<file path="src/rtl/sev_seg_capture.sv">
// Captures a multiplexed seven-segment display back into per-digit hex registers.
// Inputs are synchronized, qualified by a stability counter, and evaluated once per stable vector.
module sev_seg_capture #(
  parameter int DIGITS        = 4,
  parameter int STABLE_CYCLES = 4
) (
  input  logic                  clk,
  input  logic                  reset,
  input  logic                  a,
  input  logic                  b,
  input  logic                  c,
  input  logic                  d,
  input  logic                  e,
  input  logic                  f,
  input  logic                  g,
  input  logic                  dot,
  input  logic [DIGITS-1:0]     an,
  output logic [4*DIGITS-1:0]   digits,
  output logic [DIGITS-1:0]     dots,
  output logic [DIGITS-1:0]     valid,
  output logic                  upd,
  output logic [3:0]            upd_idx,
  output logic                  err
);

  localparam int VW = DIGITS + 8;
  localparam int CW = $clog2(STABLE_CYCLES + 1);
  localparam logic [CW-1:0] CNT_MAX = CW'(STABLE_CYCLES);

  typedef enum logic [1:0] {TRACK, EVAL, HOLD} state_t;

  state_t          state_q, state_d;
  logic [VW-1:0]   sync1, s_cur, s_prev;
  logic [CW-1:0]   cnt, cnt_next;
  logic            changed;

  logic [DIGITS-1:0]   ev_an;
  logic [6:0]          ev_seg;
  logic                ev_dot;
  logic                an_zero, an_multi;
  logic [4:0]          dec;
  logic [3:0]          idx;
  logic [4*DIGITS-1:0] digits_wr;

  // Returns {hit, value}; hit is 0 for any pattern outside the hex table.
  function automatic logic [4:0] hex_decode(input logic [6:0] seg);
    case (seg)
      7'b1111110: hex_decode = 5'h10;
      7'b0110000: hex_decode = 5'h11;
      7'b1101101: hex_decode = 5'h12;
      7'b1111001: hex_decode = 5'h13;
      7'b0110011: hex_decode = 5'h14;
      7'b1011011: hex_decode = 5'h15;
      7'b1011111: hex_decode = 5'h16;
      7'b1110000: hex_decode = 5'h17;
      7'b1111111: hex_decode = 5'h18;
      7'b1111011: hex_decode = 5'h19;
      7'b1110111: hex_decode = 5'h1A;
      7'b0011111: hex_decode = 5'h1B;
      7'b1001110: hex_decode = 5'h1C;
      7'b0111101: hex_decode = 5'h1D;
      7'b1001111: hex_decode = 5'h1E;
      7'b1000111: hex_decode = 5'h1F;
      default:    hex_decode = 5'h00;
    endcase
  endfunction

  always_ff @(posedge clk or posedge reset) begin
    if (reset) begin
      sync1   <= '0;
      s_cur   <= '0;
      s_prev  <= '0;
      cnt     <= '0;
      state_q <= TRACK;
    end else begin
      sync1   <= {an, a, b, c, d, e, f, g, dot};
      s_cur   <= sync1;
      s_prev  <= s_cur;
      cnt     <= cnt_next;
      state_q <= state_d;
    end
  end

  assign changed = (s_cur != s_prev);

  always_comb begin
    cnt_next = cnt;
    if (changed)              cnt_next = CW'(1);
    else if (cnt != CNT_MAX)  cnt_next = cnt + CW'(1);
  end

  // A change arriving during EVAL goes straight back to TRACK so the new vector is not lost.
  always_comb begin
    state_d = state_q;
    case (state_q)
      TRACK:   if (cnt_next == CNT_MAX) state_d = EVAL;
      EVAL:    state_d = changed ? TRACK : HOLD;
      HOLD:    if (changed) state_d = TRACK;
      default: state_d = TRACK;
    endcase
  end

  // s_prev still holds the vector that was counted stable while in EVAL.
  assign ev_an    = s_prev[VW-1:8];
  assign ev_seg   = s_prev[7:1];
  assign ev_dot   = s_prev[0];
  assign an_zero  = (ev_an == '0);
  assign an_multi = ((ev_an & (ev_an - DIGITS'(1))) != '0);
  assign dec      = hex_decode(ev_seg);

  always_comb begin
    idx       = '0;
    digits_wr = digits;
    for (int i = 0; i < DIGITS; i++) begin
      if (ev_an[i]) begin
        idx                  = 4'(i);
        digits_wr[4*i +: 4]  = dec[3:0];
      end
    end
  end

  always_ff @(posedge clk or posedge reset) begin
    if (reset) begin
      digits  <= '0;
      dots    <= '0;
      valid   <= '0;
      upd     <= 1'b0;
      upd_idx <= '0;
      err     <= 1'b0;
    end else begin
      upd <= 1'b0;
      err <= 1'b0;
      if (state_q == EVAL && !an_zero) begin
        if (an_multi) begin
          err <= 1'b1;
        end else if (ev_seg == 7'b0) begin
          valid   <= valid & ~ev_an;
          dots    <= (dots & ~ev_an) | (ev_an & {DIGITS{ev_dot}});
          upd     <= 1'b1;
          upd_idx <= idx;
        end else if (dec[4]) begin
          digits  <= digits_wr;
          valid   <= valid | ev_an;
          dots    <= (dots & ~ev_an) | (ev_an & {DIGITS{ev_dot}});
          upd     <= 1'b1;
          upd_idx <= idx;
        end else begin
          err   <= 1'b1;
          valid <= valid & ~ev_an;
        end
      end
    end
  end

endmodule

</file>
<file path="config.mk">
export PLATFORM = sky130hd
export DESIGN_NAME = sev_seg_capture
export DESIGN_NICKNAME = d
export VERILOG_FILES = /design/src/rtl/sev_seg_capture.sv
export SDC_FILE = /design/constraint.sdc
export NUM_CORES = 1
export LEC_CHECK = 0
export ABC_AREA = 1
export BUFFER_PORTS_ARGS = -buffer_cell sky130_fd_sc_hd__buf_2
export CELL_PAD_IN_SITES_DETAIL_PLACEMENT = 1
export CELL_PAD_IN_SITES_GLOBAL_PLACEMENT = 1
export CORE_AREA = 4 4 85 87
export CTS_CLUSTER_DIAMETER = 80
export DETAILED_ROUTE_END_ITERATION = 7
export DIE_AREA = 0 0 89 91
export GPL_TIMING_DRIVEN = 0
export PLACE_DENSITY = 0.81
export SETUP_SLACK_MARGIN = 0.4
export SYNTH_ARGS = -nofsm -noshare
export SYNTH_HDL_FRONTEND = slang
export SYNTH_SLANG_ARGS = --single-unit
</file>
<file path="constraint.sdc">
create_clock -name clk -period 4.5 [get_ports clk]
set_input_delay 0.225 -clock clk [delete_from_list [all_inputs] [get_ports clk]]
set_output_delay 0.225 -clock clk [all_outputs]
set_load 0.02 [all_outputs]
</file>
Word level (Yosys, flattened, before mapping)

Cells that the tools add are included.

Register bits after elaboration: 71
Bits in latches: 0
Bits in writable memories: 0
ROM bits: 0
Bits of input ports: 14
Output and inout port bits: 30
Logic and storage cells: 86
Memories kept: 0

Add/sub/neg operators: 2
Multiply operators: 0
Div/mod/pow operators: 0
Magnitude comparators: 0
Eq/ne operators: 23
Shifts and indexed selects: 0
Mux-type cells: 24
Bitwise gates (word level): 9
Reduce and logical (&&, ||, !) cells: 14

Operator list:

| kind                                                               | number |
|---|---|
| 7-bit == test, second input constant                               | 12 |
| 5-bit one-hot mux with 16 select lines                             | 1 |
| 4-bit two-way mux                                                  | 8 |
| 7-bit by 6-bit == test with 1-bit output, second input constant    | 3 |
| 5-bit AND reduction                                                | 4 |
| 4-bit AND                                                          | 4 |
| 12-bit inequality test                                             | 1 |
| 1-bit two-way mux                                                  | 9 |
| 4-bit OR                                                           | 2 |
| 7-bit by 5-bit == test with 1-bit output, second input constant    | 1 |
| 7-bit logical NOT                                                  | 1 |
| 2-bit two-way mux                                                  | 3 |
| 3-bit two-way mux                                                  | 2 |
| 2-bit one-hot mux with 3 select lines                              | 1 |
| 4-bit logical NOT                                                  | 1 |
| 2-bit inequality test, second input constant                       | 2 |
| 4-bit NOT                                                          | 1 |
| 2-bit AND reduction                                                | 2 |
| 4-bit nonzero test                                                 | 1 |
| 4-bit by 1-bit subtractor with 4-bit output, second input constant | 1 |
| 3-bit by 1-bit adder with 3-bit output, second input constant      | 1 |
| 3-bit == test, second input constant                               | 1 |
| 3-bit inequality test, second input constant                       | 1 |
| 3-bit AND reduction                                                | 1 |
| 7 further kinds                                                    | 8 |

Longest topological paths before layout

Gate-level depths: netlist (run 1).

Word-level depth: 6
Mapped depth: 12
Depth with buffers taken out: 11

Worst setup path before layout (run 1)

OpenSTA, ideal clock, no wires.

Path type: reg2reg
From: reg s_prev[6]
To: reg digits[12]
Library setup time: 119 ps
Arrival: 1441 ps
Required time: 4381 ps
Slack: 2940 ps
Stages on the path, launching flop included: 11
Path buffers: 2
Clock period less this slack: 1560 ps
Cells stage by stage: dfrtp_1 -> buf_4 -> nand3_2 -> inv_1 -> nand2_2 -> nand3_1 -> nor2_4 -> nand2_4 -> buf_12 -> a21oi_1 -> nor2_1

Word-level cells in the longest chain between the ends: 3
Elaborated cells between the ends (all ways): 20
Those cells by class: eq/ne: 16; mux: 1; bitwise: 1; reduce/logical: 2

RTL lines:

| item                                                                       | RTL line | source |
|---|---|---|
| start, declared                                                            | 33       | `logic [VW-1:0] sync1, s_cur, s_prev;` |
| start signal, assigned                                                     | 78       | `s_prev <= s_cur;` |
| 7-bit == test (tied with other cells)                                      | 47       | `case (seg)` |
| 5-bit one-hot mux with 16 select lines / 1-bit NOT (equally long branches) | --       |  |
| 5-bit AND reduction (no line)                                              | --       |  |
| end signal, assigned                                                       | 142      | `digits <= digits_wr;` |
| end, declared                                                              | 18       | `output logic [4*DIGITS-1:0] digits,` |

Parallel ways exist; a longest one is shown, timed or not.
A chain may end at the register's enable or synchronous reset.

Worst setup path in the final report (run 1)

From: reg s_prev[11]
To: reg digits[12]

Word-level cells in the longest chain between the ends: 5
Elaborated cells between the ends (all ways): 8
Those cells by class: add/sub: 1; bitwise: 2; reduce/logical: 5

RTL lines:

| item                                        | RTL line | source |
|---|---|---|
| 4-bit by 1-bit subtractor with 4-bit output | 108      | `assign an_multi = ((ev_an & (ev_an - DIGITS'(1))) != '0);` |
| 4-bit AND                                   | 108      |  |
| 4-bit nonzero test                          | 108      |  |
| 1-bit NOT (no line)                         | --       |  |
| 5-bit AND reduction (no line) *             | --       |  |

Mark *: on every way between the ends. The rest lies on a longest branch, timed or not.

==> results of run 1 <==
## cell families (layout without fill, tap and decap cells)
kind of cell             count (synthesis)  in the layout  synth area share [%]
AND/OR/NAND/NOR                        152            152                  26.1
XOR/XNOR                                12             12                  3.66
adder cells (fa/ha/maj)                  2              2                 0.870
buffers and inverters                   32            103                  5.92
flip-flops                              69             69                  60.1
other                                    1              2                 0.130
AO/OA/AOI/OAI                           18             18                  3.26
## how the worst max path moves through the flow
stage	start	to	slack, ps	depth (start not counted)
2_1_floorplan	reset	asynchronous set/reset pin	2540	1
3_3_place_gp	reset	digits[1]	1780	2
3_5_place_dp	s_prev[11]	digits[8]	2570	11
4_1_cts	s_prev[11]	digits[12]	2550	11
5_1_grt	s_prev[11]	digits[12]	2310	11
6_report	s_prev[11]	digits[12]	2550	11
## worst reg2reg max path: cells and delay by family, from the launching register on
family	cells	cell delay [ps]
compound gates	1	310
flops	1	450
simple gates	6	630
buf+inv	4	450
## power groups by stage
stage          Sequential [mW]  Clock [mW]  Combinational, mW
5_1_grt                  0.652       0.569             0.0913
3_3_place_gp             0.660           0             0.0686
2_1_floorplan            0.658           0             0.0536
3_5_place_dp             0.662           0             0.0739
6_report                 0.649       0.523             0.0812
4_1_cts                  0.650       0.531             0.0828
## synth_stat cells, types with 3 or more instances
| library cell | count |
|---|---|
| nand3_1 | 18 |
| nor2_1 | 31 |
| buf_6 | 3 |
| dfrtp_1 | 69 |
| inv_2 | 4 |
| o21ai_1 | 9 |
| nor2_2 | 5 |
| clkinv_1 | 3 |
| o21ai_0 | 4 |
| nor2_4 | 3 |
| nand4_1 | 7 |
| inv_1 | 18 |
| xnor2_1 | 8 |
| nand2_1 | 66 |
| nand2_2 | 7 |
| xor2_1 | 4 |
| a21oi_1 | 4 |
| nor3_1 | 4 |
| buf_4 | 3 |
## layer usage
metal | GRT usage (%) | part of all wire, %
met4 | 5.58 | 1.2
met5 | 0 | 0
met1 | 21.9 | 41
met2 | 30.6 | 52
met3 | 3.71 | 5.0
## layout by cell type (no fill, tap or decap), drive strengths merged
| cell type | instances |
|---|---|
| nand2 | 76 |
| dfrtp | 69 |
| buf | 49 |
| nor2 | 39 |
| inv | 22 |
| nand3 | 21 |
| dlygate4sd3 | 13 |
| o21ai | 13 |
| clkbuf | 11 |
| xnor2 | 8 |
| nand4 | 7 |
| a21oi | 5 |
| clkinv | 5 |
| nor3 | 4 |
| xor2 | 4 |
| nand3b | 2 |
| ha | 2 |
| conb | 2 |
| clkinvlp | 2 |
| nor4 | 1 |
| or2 | 1 |
| nor3b | 1 |
| bufinv | 1 |
## layout make-up
class                           count  area (um2)
Tap cell                           77        96.3
Buffer                              7        76.3
Fill cell                         711        2810
Inverter                           25        93.8
Clock buffer                       11         151
Multi-Input combinational cell    186         982
Clock inverter                      5        58.8
Sequential cell                    69        1730
Timing Repair Buffer               55         355
## what timing repair did
item                                   4_1_cts  5_1_grt
hold buffers                                13        0
endpoints found under the hold margin       38        0
setup endpoints to repair                    0        0
==> impl_metrics.toml, run 1 <==
[outcome]
status = "complete, no violations"

[worst_setup_path]
crit_path_end_kind = "flip-flop"
slowest_stage = "dfrtp_1"
crit_fanout = 10
critPathTopFamily = "simple AND/OR/NAND/NOR gates"
path_common_cell = "nor2_1"
crit_chain = "inv_1 > nand2_1 > o21ai_0 > inv_1 > nor2_1 > buf_6 > nand2_1 > clkinv_1 > nand2_2 > nor2_1 > nor2_1"
critPathKind = "reg -> reg"
slowest_delay_ps = 450
r2r_slack_ps = 2550
critical_path_buf_inv_count = 4
r2r_cells = 11
r2r_start = "s_prev[11]"
cp_data_arrival_time_ps = 2170
start_kind = "flip-flop"
critPathRequiredTime_ps = 4730
r2r_end = "digits[12]"

[sta]
fin_crit_sh_pct = 43.3
slew_headroom_pct = 62.3
slew_viol_final = 0
finalSetupTns_ps = 0
fin_crit_ps = 1950
hold_violations = 0
setup_slack_ps = 2550
fmaxAchievable_mhz = 514
setup_viol = 0
fin_hold_ws_ps = 348
grt_setup_unrepaired = "no"
finClkSkew_ps = 4.75
worst_slew_pin_slew_ps = 565

[layout]
fin_util_pct = 55.8
n_antenna_cell = 0
fin_area_um2 = 3540
fin_nets = 369
drive_above_1_share_pct = 26.0
syn2layout_area_growth_pct = 23.2
final_cells = 435

[clock_network]
clk_path_buf_depth = 2
cts_max_level = 3
cts_tree = "done"
worst_skew_pair.late_latency_ps = 340
cts_buffers = 9
cts_resized = 0
clkTransAtPathRegs_ps = 80
cts_root_buffer = "clkbuf_8"
post-cts-setup-buffers = 0
clock_sinks = 69

[logic_synthesis]
synthTopCellsByArea = "dfrtp_1 (60%), nand2_1 (8.6%), nor2_1 (4.0%)"
ys_ff_latch = 69
syn_area_um2 = 2880
synth_top_area_cell = "dfrtp_1"
synthDistinctLibCells = 31
synth_warnings = 0
synth_edf_count = 0
avgSynthCellArea_um2 = 10.1
synthFlopType = "dfrtp_1"
synth_seq_area_share_pct = 60.1
synth_cells = 286
synthArstFlopShare_pct = 100
synth_top_cell_area_share_pct = 60.1

[placement]
gp_congestion = 0.881
place.detailed.hpwl_um = 4690
portBuffers = 41
dp.cells = 406
dpl-instance-area_um2 = 3200
pre_cts_slack_ps = 2570

[grt]
antenna_found_initial = 0
grt-ovfl-total = 0
grt_pass1_wl_um = 11000
grt_usage_pct = 17.7
grt_max_degree = 44
grt_pass1_vias = 2278

[die]
die_y_um = 91
pin_count = 44
initial_core_util_pct = 45.3
core_um2 = 6350
die_w_um = 89
dieArea_um2 = 8100
num_rows = 29

[detailed_routing]
drt_iter0_drc = 113
drt-pass1-iter-count = 4
antenna_left = 0
wl_per_cell_um = 14.8
drt_wl_total_um = 6420
via_per_inst = 4.91
drc = 0
via_count = 2135

[power_and_ir_drop]
p_sw_mw = 0.298
power.share.sequential_pct = 51.8
p_sw_share_pct = 23.7
intPower_mw = 0.956
peakVddDrop_mv = 0.387
powerDensity_nw_per_um2 = 354
p_clk_share_pct = 41.7
leakage_nw = 1.83
finalPower_mw = 1.25
power.share.combinational_pct = 6.5

[min_path]
hold_end = "s_cur[2]"
min_path_type = "reg -> reg"
hold_start = "sync1[2]"
holdPathStages = 0

[job]
drv_cap = 0
Note: power is estimated with default switching activity, not from simulation.
==> inputs of run 2 (changes only) <==
- CORE_AREA: 4 4 85 87 -> 4 4 91 93
- DIE_AREA: 0 0 89 91 -> 0 0 95 97
- PLACE_DENSITY: 0.81 -> 0.75
- clock period: 4.5 -> 1.7 ns (I/O delays scaled with it)
==> run 2 against run 1 <==
The flow now finishes with violations (negative setup slack); routed wire length up 13%; clock skew increased by 4.3 ps; via count rose by 6.4%; sequential power grew to 2.7 times the previous value; final area is 14% higher; first-iteration DRC count fell by 52%; largest power group unchanged.
==> impl_metrics.toml, run 2 (synthesis gave the netlist of run 1 again) <==
[sta]
finalSetupTns_ps = -118
setup_viol = 9
finClkSkew_ps = 9.00
grt_setup_unrepaired = "yes"
hold_violations = 0
fmaxAchievable_mhz = 577
slew_viol_final = 0
fin_hold_ws_ps = 352
fin_crit_ps = 1730
fin_crit_sh_pct = 102
setup_slack_ps = -32.2
slew_headroom_pct = 43.2
worst_slew_pin_slew_ps = 851

[placement]
gp_congestion = 0.800
dpl-instance-area_um2 = 3290
place.detailed.hpwl_um = 4620
pre_cts_slack_ps = -121
dp.cells = 431
portBuffers = 41

[die]
dieArea_um2 = 9220
die_y_um = 97
num_rows = 32
pin_count = 44
die_w_um = 95
initial_core_util_pct = 38.2
core_um2 = 7530

[outcome]
status = "finished, violations left"
violations = "negative setup slack"

[grt]
antenna_found_initial = 0
grt_usage_pct = 16.1
grt_pass1_vias = 2329
grt-ovfl-total = 0
grt_pass1_wl_um = 11400
grt_max_degree = 39

[worst_setup_path]
crit_fanout = 10
cp_data_arrival_time_ps = 1970
critPathKind = "reg -> reg"
crit_path_end_kind = "flip-flop"
start_kind = "flip-flop"
critPathRequiredTime_ps = 1940

[power_and_ir_drop]
leakage_nw = 2.08
peakVddDrop_mv = 0.473
powerDensity_nw_per_um2 = 869

[clock_network]
cts_root_buffer = "clkbuf_8"
clk_path_buf_depth = 2
clock_sinks = 69
clkTransAtPathRegs_ps = 80
cts_max_level = 3
cts_buffers = 9
cts_tree = "done"
worst_skew_pair.late_latency_ps = 350

[layout]
n_antenna_cell = 0
drive_above_1_share_pct = 46.7
final_cell_mix = "dfrtp_1 (62), nand2_1 (47), buf_2 (41)"
final_cells = 485
syn2layout_area_growth_pct = 40.4
final_common_cell = "dfrtp_1"
fin_nets = 394
fin_area_um2 = 4040

[detailed_routing]
antenna_left = 0
wl_per_cell_um = 14.9
drt_wl_total_um = 7230
drt_iter0_drc = 54
via_per_inst = 4.68
via_count = 2271
drc = 0
drt-pass1-iter-count = 4

[min_path]
min_path_type = "reg -> reg"

[job]
drv_cap = 0
run 2: cell count changes in the layout (fill, tap and decap cells not counted), moves of 5 or more:
cell / delta
nor2_4: +5
nor2_1: -12
dfrtp_1: -7
nand3_1: -6
nand2_4: +7
nor2_2: +7
nand2_2: +12
buf_4: +21
nand2_1: -19
dfrtp_2: +7
run 2: metal layers:
layer | wire length (um) | part of all wire [%] | track usage [%] | vias to the layer above
li1 | - | - | - | 1092
met1 | 2900 | 40 | 19.8 | 1114
met2 | 3900 | 54 | 27.0 | 52
met3 | 320 | 4.4 | 4.35 | 13
met4 | 107 | 1.5 | 5.66 | 0
met5 | 0 | 0 | 0 | -
run 2: path summary, 6_finish.rpt:
kind                           start         to  slack (ps)  cells after the start
max                        s_prev[3]  digits[4]         -30                     11
min                         sync1[5]   s_cur[5]         350                      0
max reg2reg                s_prev[3]  digits[4]         -30                     11
min reg2reg                 sync1[5]   s_cur[5]         350                      0
max in group asynchronous      reset  s_prev[1]         630                      4
min in group asynchronous      reset   sync1[2]         450                      3
run 2: where the power goes:
group | switching [mW] | internal (mW)
Combinational | 0.165 | 0.133
Clock | 0.656 | 0.833
Sequential | 0.0375 | 1.69
Total | 0.858 | 2.65
run 2: area by class of cell:
type	instances	area, um2
plain buffers	7	76.3
fillers	858	3490
inverters	25	101
repair buffers	79	547
well taps	102	128
flip-flops and latches	69	1740
clock buffers	9	124
multi-input cells	187	1230
clock inverters	7	98.8
run 2: critical path, stage by stage, from the launching register on:
cell     delay (ps)
dfrtp_2         470
nand2_2         120
inv_2            60
nand2_2          70
nor2_2           40
nor2_2          140
nand2_2          80
nor2_4          180
nand2_4         110
buf_12          170
a21oi_2         130
nor2_2           50
run 2: timing repair:
item | CTS | global route
setup buffers | 15 | 9
hold endpoints to repair | 49 | 0
cloned | 0 | 1
setup endpoints to repair | 33 | 33
gates resized for setup | 25 | 42
pin swaps | 9 | 12
hold buffers | 13 | 0
run 2: per-stage QoR:
step	total power, mW	util, %
global route	3.68	53.6
global placement	1.94	43.4
detailed placement	1.96	43.7
finish	3.51	53.6
floorplan	1.89	-
CTS	3.51	50.8
